--- config.mk ---
export PLATFORM = sky130hd
export DESIGN_NAME = fetch_prefetch_flat
export DESIGN_NICKNAME = d
export VERILOG_FILES = /design/src/rtl/fetch_pkg.sv /design/src/rtl/fetch_prefetch_if.sv /design/src/rtl/fetch_prefetch_fifo.sv /design/src/rtl/fetch_prefetch.sv /design/src/flat_wrapper.sv
export SDC_FILE = /design/constraint.sdc
export NUM_CORES = 1
export LEC_CHECK = 0
export ABC_AREA = 1
export BUFFER_PORTS_ARGS = -buffer_cell sky130_fd_sc_hd__buf_2
export CORE_AREA = 2 2 188 190
export DETAILED_ROUTE_END_ITERATION = 7
export DIE_AREA = 0 0 190 192
export PLACE_DENSITY_LB_ADDON = 0.05
export SETUP_SLACK_MARGIN = 0.1
export SLEW_MARGIN = 20
export SYNTH_ARGS = -nofsm -noshare
export SYNTH_HDL_FRONTEND = slang
export SYNTH_HIERARCHICAL = 1
export SYNTH_SLANG_ARGS = --single-unit
--- constraint.sdc ---
create_clock -name clk -period 6.2 [get_ports clk]
set_input_delay 1.24 -clock clk [delete_from_list [all_inputs] [get_ports clk]]
set_output_delay 1.24 -clock clk [all_outputs]
set_load 0.01 [all_outputs]
--- src/rtl/fetch_pkg.sv ---
// rtl/fetch_pkg.sv - shared constants and redirect priority encoding for the prefetching fetch stage
package fetch_pkg;

   localparam int          INSTR_BYTES = 4;
   localparam logic [31:0] NOP         = 32'h0000_0013;

   typedef enum logic [1:0] {
      REDIR_NONE     = 2'd0,
      REDIR_BRANCH   = 2'd1,
      REDIR_PC_WRITE = 2'd2
   } redir_src_e;

   // The memory-stage redirect belongs to the older instruction, so it outranks decode.
   function automatic redir_src_e redir_select(input logic pc_write, input logic branch);
      if (pc_write) begin
         return REDIR_PC_WRITE;
      end
      if (branch) begin
         return REDIR_BRANCH;
      end
      return REDIR_NONE;
   endfunction

endpackage

--- src/rtl/fetch_prefetch_if.sv ---
// rtl/fetch_prefetch_if.sv - instruction-memory request/response bus between fetch and memory
interface fetch_prefetch_if #(
   parameter int XLEN = 32
) ();

   logic            im_req;
   logic            im_ready;
   logic [XLEN-1:0] im_addr;
   logic            im_valid;
   logic [XLEN-1:0] im_data;

   modport master (
      output im_req,
      output im_addr,
      input  im_ready,
      input  im_valid,
      input  im_data
   );

   modport slave (
      input  im_req,
      input  im_addr,
      output im_ready,
      output im_valid,
      output im_data
   );

endinterface

--- src/rtl/fetch_prefetch_fifo.sv ---
// rtl/fetch_prefetch_fifo.sv - first-word fall-through FIFO holding {pc, instr} pairs; flush beats push
module sync_fifo #(
   parameter int  WIDTH = 64,
   parameter int  DEPTH = 4,
   localparam int AW    = (DEPTH > 1) ? $clog2(DEPTH) : 1,
   localparam int CW    = $clog2(DEPTH + 1)
) (
   input  logic             clk,
   input  logic             rst,
   input  logic             push_i,
   input  logic [WIDTH-1:0] data_i,
   input  logic             pop_i,
   input  logic             flush_i,
   output logic             full_o,
   output logic             empty_o,
   output logic [CW-1:0]    count_o,
   output logic [WIDTH-1:0] head_o
);

   logic [WIDTH-1:0] mem_q [DEPTH];
   logic [AW-1:0]    rd_ptr_q, rd_ptr_d;
   logic [AW-1:0]    wr_ptr_q, wr_ptr_d;
   logic [CW-1:0]    count_q, count_d;
   logic             do_push, do_pop;

   assign do_push = push_i & ~flush_i;
   assign do_pop  = pop_i & ~empty_o & ~flush_i;

   // DEPTH is a power of two, so the pointers wrap on their own.
   always_comb begin
      rd_ptr_d = rd_ptr_q;
      wr_ptr_d = wr_ptr_q;
      count_d  = count_q;
      if (flush_i) begin
         rd_ptr_d = '0;
         wr_ptr_d = '0;
         count_d  = '0;
      end else begin
         if (do_push) begin
            wr_ptr_d = wr_ptr_q + AW'(1);
         end
         if (do_pop) begin
            rd_ptr_d = rd_ptr_q + AW'(1);
         end
         count_d = count_q + CW'(do_push) - CW'(do_pop);
      end
   end

   always_ff @(posedge clk) begin
      if (rst) begin
         rd_ptr_q <= '0;
         wr_ptr_q <= '0;
         count_q  <= '0;
      end else begin
         rd_ptr_q <= rd_ptr_d;
         wr_ptr_q <= wr_ptr_d;
         count_q  <= count_d;
      end
   end

   always_ff @(posedge clk) begin
      if (do_push) begin
         mem_q[wr_ptr_q] <= data_i;
      end
   end

   always_ff @(posedge clk) begin
      if (!rst) begin
         assert (!(do_push && full_o));
      end
   end

   assign full_o  = (count_q == CW'(DEPTH));
   assign empty_o = (count_q == '0);
   assign count_o = count_q;
   assign head_o  = mem_q[rd_ptr_q];

endmodule

--- src/rtl/fetch_prefetch.sv ---
// rtl/fetch_prefetch.sv - prefetching fetch stage: in-order imem reads ahead of decode,
// buffered in a FIFO, with redirect flush and discard of wrong-path responses still in flight.
module fetch_prefetch
   import fetch_pkg::*;
#(
   parameter int              XLEN         = 32,
   parameter int              DEPTH        = 4,
   parameter int              MAX_INFLIGHT = 2,
   parameter logic [XLEN-1:0] RESET_PC     = '0
) (
   input  logic                  clk,
   input  logic                  rst,
   fetch_prefetch_if.master      im,
   input  logic                  branch_d_i,
   input  logic [XLEN-1:0]       branch_next_addr_d_i,
   input  logic                  pc_write_m_i,
   input  logic [XLEN-1:0]       pc_next_addr_m_i,
   input  logic                  stall_f_i,
   output logic                  valid_f_o,
   output logic [XLEN-1:0]       instruction_f_o,
   output logic [XLEN-1:0]       pc_f_o
);

   localparam int              CW   = $clog2(DEPTH + 1);
   localparam int              IW   = $clog2(MAX_INFLIGHT + 1);
   localparam int              SW   = ((CW > IW) ? CW : IW) + 1;
   localparam logic [XLEN-1:0] STEP = XLEN'(INSTR_BYTES);

   logic [XLEN-1:0]   fetch_pc_q, fetch_pc_d;
   logic [XLEN-1:0]   resp_pc_q, resp_pc_d;
   logic [IW-1:0]     inflight_q, inflight_d;
   logic [IW-1:0]     discard_q, discard_d;

   redir_src_e        redir_src;
   logic              redir;
   logic [XLEN-1:0]   target_raw, target;

   logic              accept, resp, push, pop;
   logic [IW-1:0]     pending;
   logic [SW-1:0]     credit_used;

   logic              fifo_full, fifo_empty;
   logic [CW-1:0]     fifo_count;
   logic [2*XLEN-1:0] fifo_head;

   assign redir_src = redir_select(pc_write_m_i, branch_d_i);
   assign redir     = (redir_src != REDIR_NONE);

   always_comb begin
      target_raw = fetch_pc_q;
      case (redir_src)
         REDIR_PC_WRITE: target_raw = pc_next_addr_m_i;
         REDIR_BRANCH:   target_raw = branch_next_addr_d_i;
         default:        target_raw = fetch_pc_q;
      endcase
   end

   assign target = {target_raw[XLEN-1:2], 2'b00};

   // Credit counts buffered entries plus reads that will still be pushed; pops this cycle are not credited.
   assign pending     = inflight_q - discard_q;
   assign credit_used = SW'(fifo_count) + SW'(pending);

   assign im.im_req  = ~rst & ~redir & ~fifo_full
                     & (inflight_q < IW'(MAX_INFLIGHT))
                     & (credit_used < SW'(DEPTH));
   assign im.im_addr = fetch_pc_q;

   assign accept = im.im_req & im.im_ready;
   assign resp   = im.im_valid;
   assign push   = resp & ~redir & (discard_q == '0);
   assign pop    = valid_f_o & ~stall_f_i & ~redir;

   always_comb begin
      fetch_pc_d = fetch_pc_q;
      resp_pc_d  = resp_pc_q;
      inflight_d = inflight_q + IW'(accept) - IW'(resp);
      discard_d  = discard_q;
      if (redir) begin
         fetch_pc_d = target;
         resp_pc_d  = target;
         // Everything still outstanding after this cycle belongs to the old path.
         discard_d  = inflight_d;
      end else begin
         if (accept) begin
            fetch_pc_d = fetch_pc_q + STEP;
         end
         if (push) begin
            resp_pc_d = resp_pc_q + STEP;
         end
         if (resp && (discard_q != '0)) begin
            discard_d = discard_q - IW'(1);
         end
      end
   end

   always_ff @(posedge clk) begin
      if (rst) begin
         fetch_pc_q <= RESET_PC;
         resp_pc_q  <= RESET_PC;
         inflight_q <= '0;
         discard_q  <= '0;
      end else begin
         fetch_pc_q <= fetch_pc_d;
         resp_pc_q  <= resp_pc_d;
         inflight_q <= inflight_d;
         discard_q  <= discard_d;
      end
   end

   sync_fifo #(
      .WIDTH (2 * XLEN),
      .DEPTH (DEPTH)
   ) u_fifo (
      .clk     (clk),
      .rst     (rst),
      .push_i  (push),
      .data_i  ({resp_pc_q, im.im_data}),
      .pop_i   (pop),
      .flush_i (redir),
      .full_o  (fifo_full),
      .empty_o (fifo_empty),
      .count_o (fifo_count),
      .head_o  (fifo_head)
   );

   assign valid_f_o       = ~rst & ~fifo_empty;
   assign instruction_f_o = valid_f_o ? fifo_head[XLEN-1:0]      : '0;
   assign pc_f_o          = valid_f_o ? fifo_head[2*XLEN-1:XLEN] : '0;

endmodule

--- src/flat_wrapper.sv ---
// flat-port wrapper written by rule: the top's interface ports become plain ports
module fetch_prefetch_flat import fetch_pkg::*;
#(
   parameter int              XLEN         = 32,
   parameter int              DEPTH        = 4,
   parameter int              MAX_INFLIGHT = 2,
   parameter logic [XLEN-1:0] RESET_PC     = '0
)
  (clk, rst, branch_d_i, branch_next_addr_d_i, pc_write_m_i, pc_next_addr_m_i, stall_f_i, valid_f_o, instruction_f_o, pc_f_o, im_im_req, im_im_addr, im_im_ready, im_im_valid, im_im_data);
  fetch_prefetch_if #(.XLEN(XLEN)) im_i ();
  input  logic clk;
  input  logic rst;
  input  logic branch_d_i;
  input  logic [XLEN-1:0] branch_next_addr_d_i;
  input  logic pc_write_m_i;
  input  logic [XLEN-1:0] pc_next_addr_m_i;
  input  logic stall_f_i;
  output logic valid_f_o;
  output logic [XLEN-1:0] instruction_f_o;
  output logic [XLEN-1:0] pc_f_o;
  output wire logic [$bits(im_i.im_req)-1:0] im_im_req;
  output wire logic [$bits(im_i.im_addr)-1:0] im_im_addr;
  input wire logic [$bits(im_i.im_ready)-1:0] im_im_ready;
  input wire logic [$bits(im_i.im_valid)-1:0] im_im_valid;
  input wire logic [$bits(im_i.im_data)-1:0] im_im_data;
  assign im_im_req = im_i.im_req;
  assign im_im_addr = im_i.im_addr;
  assign im_i.im_ready = im_im_ready;
  assign im_i.im_valid = im_im_valid;
  assign im_i.im_data = im_im_data;
  fetch_prefetch #(.XLEN(XLEN), .DEPTH(DEPTH), .MAX_INFLIGHT(MAX_INFLIGHT), .RESET_PC(RESET_PC)) u_core (.clk(clk), .rst(rst), .im(im_i), .branch_d_i(branch_d_i), .branch_next_addr_d_i(branch_next_addr_d_i), .pc_write_m_i(pc_write_m_i), .pc_next_addr_m_i(pc_next_addr_m_i), .stall_f_i(stall_f_i), .valid_f_o(valid_f_o), .instruction_f_o(instruction_f_o), .pc_f_o(pc_f_o));
endmodule
**Yosys cells after proc, flatten, opt, wreduce, memory -nomap -nowiden**

Memories as Yosys holds them, arrays and structs flattened. A register that Yosys moved wholly into a read port is not among the register bits.
Index checks and enable logic that the tools add are counted.

- $add $sub $neg: 11
- Order comparisons: 2
- Equal/unequal tests: 3
- Multiplexer cells: 20
- Bitwise logic cells: 18
- Reductions and logical operators: 9

Operators with widths:

| cell | number |
|---|---|
| 32-bit 2-to-1 mux | 6 |
| 32-bit by 3-bit adder with 32-bit output (second input constant) | 2 |
| 32-bit one-hot mux with 2 select lines | 1 |
| 2-bit 2-to-1 mux | 8 |
| 1-bit AND | 13 |
| 2-bit nonzero test | 5 |
| 1-bit 2-to-1 mux | 5 |
| 1-bit inverter | 5 |
| 2-bit by 1-bit adder with 2-bit output (second input constant) | 2 |
| 3-bit by 2-bit adder with 4-bit output | 1 |
| 4-bit by 3-bit < comparator with 1-bit output (second input constant) | 1 |
| 3-bit by 1-bit adder with 3-bit output | 1 |
| 3-bit equality test (second input constant) | 1 |
| 3-bit zero test | 1 |
| 3-bit by 1-bit subtractor with 3-bit output | 1 |
| 2-bit by 1-bit adder with 2-bit output | 1 |
| 2-bit by 1-bit equality test with 1-bit output (second input constant) | 1 |
| 2-bit equality test (second input constant) | 1 |
| 2-bit zero test | 1 |
| 2-bit < comparator (second input constant) | 1 |
| 2-bit OR reduction | 1 |
| 2-bit by 1-bit subtractor with 2-bit output | 1 |
| 2-bit by 1-bit subtractor with 2-bit output (second input constant) | 1 |
| 2-bit subtractor | 1 |
| 1-bit logical AND | 1 |

- Bits in registers: 75
- Bits in writable memories: 256
- Input bits: 103
- Output and inout port bits: 98
- Word-level logic and storage cells: 73
- Memories kept: 1

Memory list:

| memory | depth | bits a word | read ports | clocked after Yosys merged registers in | write ports | line | text |
|---|---|---|---|---|---|---|---|
| u_core.u_fifo.mem_q | 4 | 64 | 1 | 1 | 1 | fetch_prefetch_fifo.sv:20 | `logic [WIDTH-1:0] mem_q [DEPTH];` |

**Depth between registers and ports, before layout**

- Depth after elaboration: 14
- Mapped depth: 19
- Mapped depth without buffers: 18

**Hierarchy**

Netlist, hierarchy kept.

Modules (own cells, without submodules):

| module | times used | cells each | area an instance (µm²) |
|---|---|---|---|
| sync_fifo | 1 | 685 | 9,974.6 |
| fetch_prefetch | 1 | 967 | 5,313.8 |

**Least setup slack after synthesis**

No wires, ideal clock.

- Path type: input -> register
- Start point: input pc_write_m_i
- End point: memory u_core.u_fifo.mem_q[0][0], enable pin
- Library setup time: 0.487 ns
- Arrival time: 4.648 ns
- Path slack: 1.066 ns
- Cell stages on the path: 6
- Path buffers: 1
- Path through: inv_2 nand2_2 buf_1 nor2_1 nand2_1 nor2_1

- Word-level cells in the longest chain between the ends: 9

Ends and longest elaborated chain:

| what | line | text |
|---|---|---|
| from (decl) | flat_wrapper.sv:15 | `input logic pc_write_m_i;` |
| 1-bit 2-to-1 mux | fetch_pkg.sv:15 | `if (pc_write) begin` |
| 2-bit 2-to-1 mux | fetch_pkg.sv:18 | `if (branch) begin` |
| 2-bit nonzero test | fetch_prefetch.sv:47 | `assign redir = (redir_src != REDIR_NONE);` |
| named net u_core.redir | fetch_prefetch.sv:35 | `logic redir;` |
| 1-bit inverter | fetch_prefetch.sv:71 | `assign push = resp & ~redir & (discard_q == '0);` |
| 1-bit AND (2 in series) | fetch_prefetch.sv:71 |  |
| named net u_core.push | fetch_prefetch.sv:38 | `logic accept, resp, push, pop;` |
| 1-bit AND | fetch_prefetch_fifo.sv:26 | `assign do_push = push_i & ~flush_i;` |
| 1-bit 2-to-1 mux | fetch_prefetch_fifo.sv:62 | `if (do_push) begin` |
| 1-bit 2-to-1 mux (not written as such) | fetch_prefetch_fifo.sv:63 | `mem_q[wr_ptr_q] <= data_i;` |
| to (decl) | fetch_prefetch_fifo.sv:20 |  |

The timed path passes the listed nets, and every way through them passes these cells.

==> flow_summary.yaml <==
outcome:
  status: "finished clean"
global_routing:
  grt_usage_pct: 20.3
  grt_max_degree: 104
  grt_pass1_wl_mm: 58.4
  grt_pass1_vias: 11200
  grt.overflow.total: 0
  antenna_found_initial: 0
routing:
  wl_mm: 37.1
  num_vias: 11800
  wl_per_cell_um: 16.1
  drt_iter0_markers: 739
  firstDrtPassIters: 5
  viasPerCell: 5.10
  ant_nets: 0
  drc_errors: 0
sta:
  worstMarginPinSlew_ns: 0.922
  hold_viol_final: 0
  fmax_mhz: 249
  slew_headroom_pct: 38.4
  fin_worst_skew_ns: 0.0106
  period_needed_ns: 4.02
  drv_slew: 0
  rsz0062_at_grt: "false"
  setup_viol: 0
  post-route-period-util_pct: 64.9
  tns_ns: 0
power:
  finalPower_mw: 4.76
  intPower_mw: 3.71
  pwr-share-comb_pct: 5.6
  leakage_nw: 7.04
  swShare_pct: 22.2
  pwr_density_cell_nw_per_um2: 269
  ir_worst_vdd_mv: 0.161
  power_frac_seq_pct: 52.4
  switching_power_mw: 1.06
  pwr-share-clk_pct: 42.0
place:
  gp_congestion: 0.826
  hpwlAfterDp_mm: 22.8
  port_buffers: 194
setup_path:
  worstSetupPathType: "flop to primary output"
  cp.arrival_ns: 2.78
  critPathMaxFanout: 103
  start_kind: "flop"
  required_ns: 4.96
  end_kind: "primary output"
logic_synthesis:
  yosys.cell_types.count: 38
  async_flop_share_pct: 0
  synth.area.top_cells: "edfxtp_1, dfxtp_1, nor2_1"
  yosys_warnings: 6
  syn_area_per_cell_um2: 9.25
  synth_top_flop_cell: "edfxtp_1"
  synth_common_cells: "nor2_1, edfxtp_1, nand2_1"
  synthCells: 1652
  synth_most_common_cell: "nor2_1"
  synth_edf_count: 256
  synth.largest_area_cell: "edfxtp_1"
  yosys_register_bits: 329
  yosysTopAreaCellShare_pct: 50.3
  seq_area_frac_synth_pct: 59.8
  netlist_area_um2: 15300
floorplan:
  core_um2: 34300
  boundaryPins: 201
  rows: 68
  die_area_um2: 36500
  initial_core_util_pct: 44.6
  die_h_um: 192
  die_x_um: 190
finish:
  layout-drive-gt1-share_pct: 15.8
  area_growth_syn_to_layout_pct: 15.6
  nets: 1944
  fillCellCount: 3211
cts:
  post_cts_buffers: 0
  htree_levels: 2
  cts_resized: 0
  ctsHoldBuffers: 0
  cts_num_sinks: 329
  clock_latency_ns: 0.51
  cts_tree: "yes"
  ctsRootBufferMaster: "clkbuf_16"
  clkTransAtPathRegs_ns: 0.06
  numCtsBuffers: 37
  cts.path.max_buffers: 3
hold_path:
  hold_path_class: "flop to flop"
run:
  drv_cap: 0
worst max-delay path, stage by stage, from the launching register on:
cell and delay, ns:
dfxtp_4 0.56, inv_6 0.68, buf_4 0.43, o21ai_0 0.12, o22ai_1 0.14, inv_1 0.07, nor2_1 0.10, buf_2 0.14
stage by stage:
stage	hold WS, ns	setup WS, ns	instance area [µm²]	utilization [%]	cells
6_report	0.504	2.18	17700	51.5	2307
5_1_grt	0.538	1.91	17700	51.5	2306
4_1_cts	0.505	1.87	17700	51.5	2306
3_5_place_dp	0.496	2.09	16600	48.3	2243
3_3_place_gp	0.497	2.12	16600	48.3	2243
2_1_floorplan	0.466	1.07	15300	-	1661
cell type report:
cell class	count	area [µm²]	share of cell area, %
Sequential cell	329	9150	51.8
Multi-Input combinational cell	1084	5100	28.9
Timing Repair Buffer	208	1110	6.30
Clock buffer	48	967	5.47
Inverter	167	632	3.58
Tap cell	455	569	3.22
Clock inverter	15	129	0.729
Antenna cell	1	2.50	0.0142
sequential cells by signal, indices dropped and copies added (netlist names), named ones only:
signal	count
u_core/im.im_addr	30
u_core/u_fifo/count_o	3
u_core/u_fifo/wr_ptr_q	2
u_core/discard_q	2
u_core/resp_pc_q	30
u_core/u_fifo/mem_q	256
u_core/u_fifo/rd_ptr_q	2
u_core/inflight_q	2
power groups by stage:
| stage | Combinational [mW] | Sequential, mW | Clock, mW |
|---|---|---|---|
| after floorplan | 0.162 | 2.52 | 0 |
| after global placement | 0.261 | 2.54 | 0 |
| after detailed placement | 0.268 | 2.54 | 0 |
| after CTS | 0.269 | 2.49 | 2.06 |
| after global routing | 0.306 | 2.50 | 2.15 |
| final | 0.266 | 2.49 | 2.00 |
cells by family (layout without fill, tap and decap cells):
group | after synthesis | in the layout | share of synthesized area (%)
simple gates | 703 | 703 | 18.9
other cells | 1 | 11 | 0.0245
fa+ha+maj | 14 | 14 | 1.19
buf+inv | 248 | 438 | 7.19
xor+xnor | 15 | 15 | 0.859
compound gates | 342 | 342 | 12.0
flops | 329 | 329 | 59.8
cell usage in the layout, fill, tap and decap left out, drive strengths merged, types with 3 or more instances in the layout:
| cell | count |
|---|---|
| o21a | 3 |
| edfxtp | 256 |
| a21oi | 66 |
| nor3 | 8 |
| and2 | 5 |
| o21ai | 193 |
| o22ai | 67 |
| nand2 | 252 |
| clkbuf | 48 |
| nand3 | 95 |
| buf | 208 |
| nand4 | 4 |
| xnor2 | 6 |
| clkinv | 10 |
| inv | 169 |
| dfxtp | 73 |
| ha | 13 |
| xor2 | 9 |
| a31oi | 6 |
| conb | 10 |
| o21bai | 4 |
| nor2 | 338 |
path summary, 6_finish.rpt:
path | from | end | slack, ns | depth (start not counted)
worst max-delay path | flop | instruction_f_o[2] | 2.18 | 7
worst min-delay path | u_core/u_fifo/rd_ptr_q[1]$_SDFFE_PP0P_ | flop | 0.50 | 2
worst max register to register | u_core/inflight_q[0]$_SDFF_PP0_ | u_core/discard_q[1]$_SDFFE_PP0P_ | 3.35 | 17
worst min register to register | u_core/u_fifo/rd_ptr_q[1]$_SDFFE_PP0P_ | flop | 0.50 | 2
layer usage:
metal,part of all wire [%],up-vias,track usage (%)
li1,-,5920,-
met1,45,5465,26.8
met2,47,328,34.9
met3,5.8,51,2.94
met4,2.0,0,5.43
met5,0,-,0
(Power assumes the default switching activity.)
